**config.mk**
```make
export PLATFORM = sky130hd
export DESIGN_NAME = sr_latch_bank_arbiter
export DESIGN_NICKNAME = d
export VERILOG_FILES = /design/src/rtl/sr_latch_bank_arbiter.sv
export SDC_FILE = /design/constraint.sdc
export NUM_CORES = 1
export LEC_CHECK = 0
export ABC_AREA = 1
export BUFFER_PORTS_ARGS = -buffer_cell sky130_fd_sc_hd__buf_2
export CAP_MARGIN = 20
export CORE_ASPECT_RATIO = 1.4
export CORE_UTILIZATION = 45
export DETAILED_ROUTE_END_ITERATION = 8
export PLACE_DENSITY = 0.82
export SLEW_MARGIN = 5
export SYNTH_ARGS = -nofsm -noshare
export SYNTH_HDL_FRONTEND = slang
export SYNTH_SLANG_ARGS = --single-unit
export TNS_END_PERCENT = 20
```
**constraint.sdc**
```tcl
create_clock -name clk -period 2.9 [get_ports clk]
set_input_delay 0.145 -clock clk [delete_from_list [all_inputs] [get_ports clk]]
set_output_delay 0.145 -clock clk [all_outputs]
set_load 0.02 [all_outputs]
```
**src/rtl/sr_latch_bank_arbiter.sv**
```systemverilog
// Round-robin arbiter that owns a bank of SR latch cells: one winner per
// transaction gets a timed enable pulse on exactly one latch, mirrored into q_shadow.
module sr_latch_bank_arbiter #(
  parameter int NREQ       = 4,
  parameter int NLATCH     = 8,
  parameter int IDXW       = 3,
  parameter int PULSE_CYC  = 2,
  parameter int SETTLE_CYC = 1
) (
  input  logic                   clk,
  input  logic                   rst_n,
  input  logic [NREQ-1:0]        req,
  input  logic [2*NREQ-1:0]      op,
  input  logic [IDXW*NREQ-1:0]   idx,
  output logic [NREQ-1:0]        gnt,
  output logic                   lat_en,
  output logic [NLATCH-1:0]      lat_s,
  output logic [NLATCH-1:0]      lat_r,
  output logic [NLATCH-1:0]      q_shadow,
  output logic                   busy,
  output logic                   err,
  input  logic                   err_clr
);

  localparam int PTRW = (NREQ > 1) ? $clog2(NREQ) : 1;
  localparam int MAXC = (PULSE_CYC > SETTLE_CYC) ? PULSE_CYC : SETTLE_CYC;
  localparam int CNTW = (MAXC > 1) ? $clog2(MAXC) : 1;

  typedef enum logic [1:0] {
    ST_IDLE   = 2'd0,
    ST_DRIVE  = 2'd1,
    ST_SETTLE = 2'd2
  } state_t;

  state_t            state_q, state_d;
  logic [PTRW-1:0]   ptr_q, ptr_d;
  logic [CNTW-1:0]   cnt_q, cnt_d;
  logic [NREQ-1:0]   gnt_q, gnt_d;
  logic              lat_en_q, lat_en_d;
  logic [NLATCH-1:0] lat_s_q, lat_s_d;
  logic [NLATCH-1:0] lat_r_q, lat_r_d;
  logic [NLATCH-1:0] q_shadow_q, q_shadow_d;
  logic              err_q, err_d;

  logic              found;
  logic [PTRW-1:0]   win;
  int                cand;
  logic [1:0]        sel_op;
  logic [IDXW-1:0]   sel_idx;
  logic              op_set, op_clr, idx_ok, err_set;
  logic [NLATCH-1:0] sel_onehot;

  // Winner search: first requester at or above ptr, wrapping modulo NREQ.
  always_comb begin
    found = 1'b0;
    win   = '0;
    cand  = 0;
    for (int k = 0; k < NREQ; k++) begin
      cand = int'(ptr_q) + k;
      if (cand >= NREQ) cand = cand - NREQ;
      if (!found && req[cand]) begin
        found = 1'b1;
        win   = PTRW'(cand);
      end
    end
  end

  always_comb begin
    sel_op     = op[2*win +: 2];
    sel_idx    = idx[IDXW*win +: IDXW];
    op_set     = (sel_op == 2'b01);
    op_clr     = (sel_op == 2'b10);
    idx_ok     = (int'(sel_idx) < NLATCH);
    sel_onehot = NLATCH'(1) << sel_idx;
  end

  always_comb begin
    state_d    = state_q;
    ptr_d      = ptr_q;
    cnt_d      = cnt_q;
    gnt_d      = '0;
    lat_en_d   = lat_en_q;
    lat_s_d    = lat_s_q;
    lat_r_d    = lat_r_q;
    q_shadow_d = q_shadow_q;
    err_set    = 1'b0;

    case (state_q)
      ST_IDLE: begin
        if (found) begin
          gnt_d = NREQ'(1) << win;
          ptr_d = (win == PTRW'(NREQ - 1)) ? '0 : win + PTRW'(1);
          if ((op_set || op_clr) && idx_ok) begin
            state_d  = ST_DRIVE;
            cnt_d    = CNTW'(PULSE_CYC - 1);
            lat_en_d = 1'b1;
            lat_s_d  = op_set ? sel_onehot : '0;
            lat_r_d  = op_clr ? sel_onehot : '0;
          end else begin
            err_set = 1'b1;
          end
        end
      end
      ST_DRIVE: begin
        if (cnt_q == '0) begin
          // The drive vectors still hold the target bit and direction here.
          q_shadow_d = (q_shadow_q | lat_s_q) & ~lat_r_q;
          lat_en_d   = 1'b0;
          lat_s_d    = '0;
          lat_r_d    = '0;
          if (SETTLE_CYC > 0) begin
            state_d = ST_SETTLE;
            cnt_d   = (SETTLE_CYC > 0) ? CNTW'(SETTLE_CYC - 1) : '0;
          end else begin
            state_d = ST_IDLE;
          end
        end else begin
          cnt_d = cnt_q - CNTW'(1);
        end
      end
      ST_SETTLE: begin
        if (cnt_q == '0) state_d = ST_IDLE;
        else             cnt_d   = cnt_q - CNTW'(1);
      end
      default: begin
        state_d  = ST_IDLE;
        lat_en_d = 1'b0;
        lat_s_d  = '0;
        lat_r_d  = '0;
      end
    endcase

    err_d = err_set ? 1'b1 : (err_clr ? 1'b0 : err_q);
  end

  always_ff @(posedge clk or negedge rst_n) begin
    if (!rst_n) begin
      state_q    <= ST_IDLE;
      ptr_q      <= '0;
      cnt_q      <= '0;
      gnt_q      <= '0;
      lat_en_q   <= 1'b0;
      lat_s_q    <= '0;
      lat_r_q    <= '0;
      q_shadow_q <= '0;
      err_q      <= 1'b0;
    end else begin
      state_q    <= state_d;
      ptr_q      <= ptr_d;
      cnt_q      <= cnt_d;
      gnt_q      <= gnt_d;
      lat_en_q   <= lat_en_d;
      lat_s_q    <= lat_s_d;
      lat_r_q    <= lat_r_d;
      q_shadow_q <= q_shadow_d;
      err_q      <= err_d;
    end
  end

  assign gnt      = gnt_q;
  assign lat_en   = lat_en_q;
  assign lat_s    = lat_s_q;
  assign lat_r    = lat_r_q;
  assign q_shadow = q_shadow_q;
  assign busy     = (state_q != ST_IDLE);
  assign err      = err_q;

endmodule

```
==> results.py <==
metrics = {
    "status": {
        "status": "finished clean",
    },
    "clock_tree": {
        "clkTransAtPathRegs_ns": 0.07,
        "cts.path.max_buffers": 2,
        "h-tree-depth": 2,
        "cts.sinks": 35,
        "clk-insertion-delay-late_ns": 0.29,
        "cts_root_buf": "clkbuf_8",
        "cts_tree": "built",
        "numCtsBuffers": 5,
    },
    "sta": {
        "fin_crit_sh_pct": 94.4,
        "setup_ws_ns": 0.163,
        "tightestPinTransition_ns": 0.756,
        "clock_skew_ns": 0.00637,
        "slew_viol_final": 0,
        "fmax_mhz": 365,
        "rsz0062_at_grt": "yes",
        "relSlewSlack_pct": 49.6,
        "fin_crit_ns": 2.74,
        "fin_setup_tns_ns": 0,
        "hold_viol": 0,
        "finalSetupViolCount": 0,
    },
    "logic_synthesis": {
        "ys_seq_area_share_pct": 39.5,
        "yosysMostFrequentCell": "nand2_1",
        "synth_edf_count": 0,
        "netlist_area_um2": 2210,
        "synth_area_per_cell_um2": 7.72,
        "ys_warn_count": 0,
        "netlist-cell-type-count": 28,
        "yosysTopAreaCellShare_pct": 39.5,
        "synth_nets": 325,
        "synthTopCellsByCount": "nand2_1, inv_1, dfrtp_1, nand4_1, nand2_2",
        "netlist_top_cells_area": "dfrtp_1, nand2_1, nand4_1",
        "synth-seq-cells": 35,
        "synth_area_leader_cell": "dfrtp_1",
        "async_flop_share_pct": 100,
        "synth-main-ff-cell": "dfrtp_1",
        "netlist_instances": 287,
    },
    "placed_design": {
        "pre_cts_slack_ns": 0.0121,
        "gp_congestion": 0.900,
        "place.port_buffers": 57,
        "dpl.hpwl_um": 3780,
        "place_inst": 410,
    },
    "die": {
        "die_h_um": 85.0,
        "fp.dieW_um": 61.3,
        "die_area_um2": 5210,
        "start_util_pct": 47.7,
        "io_pins": 58,
        "rows": 29,
        "coreArea_um2": 4640,
    },
    "routing": {
        "drt-pass1-iter-count": 4,
        "drc": 0,
        "vias": 2126,
        "postRouteAntennaNets": 0,
        "routed_wl_um": 5200,
        "wl_per_cell_um": 12.1,
        "via_per_inst": 4.97,
        "drt_iter0_drc": 80,
    },
    "grt": {
        "grt_pass1_vias": 1941,
        "grt_pass1_wl_um": 8050,
        "antenna_found_initial": 0,
        "grt_overflow": 0,
        "grt_start_max_net_pins": 36,
        "gr-usage-all-layers_pct": 20.7,
    },
    "cells_and_area": {
        "n_antenna_cell": 0,
        "fin_util_pct": 63.1,
        "fillers": 445,
        "area_delta_synth_final_pct": 32.3,
        "final_cells": 428,
        "finish.net_count": 403,
        "layout-drive-gt1-share_pct": 39.3,
    },
    "setup_path": {
        "cp.arrival_ns": 2.92,
        "worst_setup_path_start_kind": "flip-flop",
        "path_max_fanout": 17,
        "setup.worst_path.end_class": "flip-flop",
        "rr_worst_depth": 19,
        "worstSetupPathType": "reg -> reg",
        "critPathRequiredTime_ns": 3.08,
    },
    "hold_path": {
        "min_path_type": "in -> reg",
        "hold_path_depth": 2,
    },
    "job": {
        "cap_viol_max_count": 0,
    },
}
[cell families (layout without fill, tap and decap cells)]
kind of cell	after synthesis	count (layout)	synth area share [%]
buffers and inverters	47	126	9.32
and+or+nand+nor	171	171	37.9
adders and majority gates	11	11	6.21
AOI/OAI and AO/OA	23	23	7.01
DFF	35	35	39.5
[per-layer routing]
metal	share of wire (%)	global-route usage, %	vias to the layer above
li1	-	-	1080
met1	40	24.2	979
met2	54	34.6	61
met3	5.0	4.12	6
met4	1.8	10.7	0
met5	0	0	-
[critical path, stage by stage, from the launching register on]
cell	delay [ns]
dfrtp_2	0.41
buf_12	0.14
clkinv_8	0.07
nand2_1	0.08
nand2_2	0.07
nand2_2	0.06
nand2_2	0.07
nand2_4	0.09
nand2_2	0.06
nand2_4	0.11
nand2_4	0.07
nor2_4	0.12
nand2_2	0.06
a32oi_2	0.23
inv_2	0.08
ha_4	0.25
o21ai_2	0.21
nand2_2	0.23
nand2_1	0.13
nand2_1	0.05
[repair_timing]
action,in CTS,in global routing
setup endpoints to repair,14,19
pin swaps,1,14
gates resized for setup,0,35
buffers inserted,1,7
gates cloned,0,1
hold buffers,1,0
hold endpoints to repair,35,0
[flip-flops by register name, summed over array words and instances, names as in the netlist, 2 cells and up]
register and count:
q_shadow 8, lat_r 8, ptr_q 2, lat_s 8, state_q 2, gnt 4
[final timing paths]
| kind | slack (ns) | end | from |
|---|---|---|---|
| min in group asynchronous | 0.46 | lat_r[6]$_DFFE_PN0P_ | rst_n |
| setup / recovery | 0.16 | lat_s[2]$_DFFE_PN0P_ | ptr_q[0]$_DFFE_PN0P_ |
| hold / removal | 0.06 | err$_DFFE_PN0P_ | err_clr |
| hold reg to reg | 0.49 | lat_en$_DFFE_PN0P_ | lat_en$_DFFE_PN0P_ |
| setup reg to reg | 0.16 | lat_s[2]$_DFFE_PN0P_ | ptr_q[0]$_DFFE_PN0P_ |
| max in group asynchronous | 1.92 | ptr_q[1]$_DFFE_PN0P_ | rst_n |
[cells in the final DEF (no fill, tap or decap), types with 2 or more instances in the layout]
master and instances:
nand2_1 81, buf_2 57, dfrtp_1 33, inv_1 32, nand2_2 27, nand4_1 23, buf_4 16, nor2_1 11
ha_1 10, inv_2 8, nand3_1 8, a22oi_1 8, nand3_2 7, nand2_4 7, clkbuf_8 7, o21ai_0 6
nand3_4 3, a21oi_1 3, nor2_4 2, dfrtp_2 2
[cell type report]
class                   instances  area [um2]  share of cell area (%)
flip-flops and latches         35         878                    30.0
well taps                      62        77.6                    2.65
repair buffers                 76         460                    15.7
multi-input cells             205        1240                    42.3
inverters                      42         173                    5.89
clock buffers                   8         100                    3.42
[through the flow]
stage / hold slack, ns / area [um2]
global placement: 0.253 / 2620
finish: 0.0611 / 2930
CTS: 0.0531 / 2730
detailed placement: 0.255 / 2620
global route: 0.0683 / 2930
floorplan: -0.151 / 2210
Power is left out: the tool's default activity adds up to more than one toggle a clock period on the data nets, which glitch-free logic cannot reach.
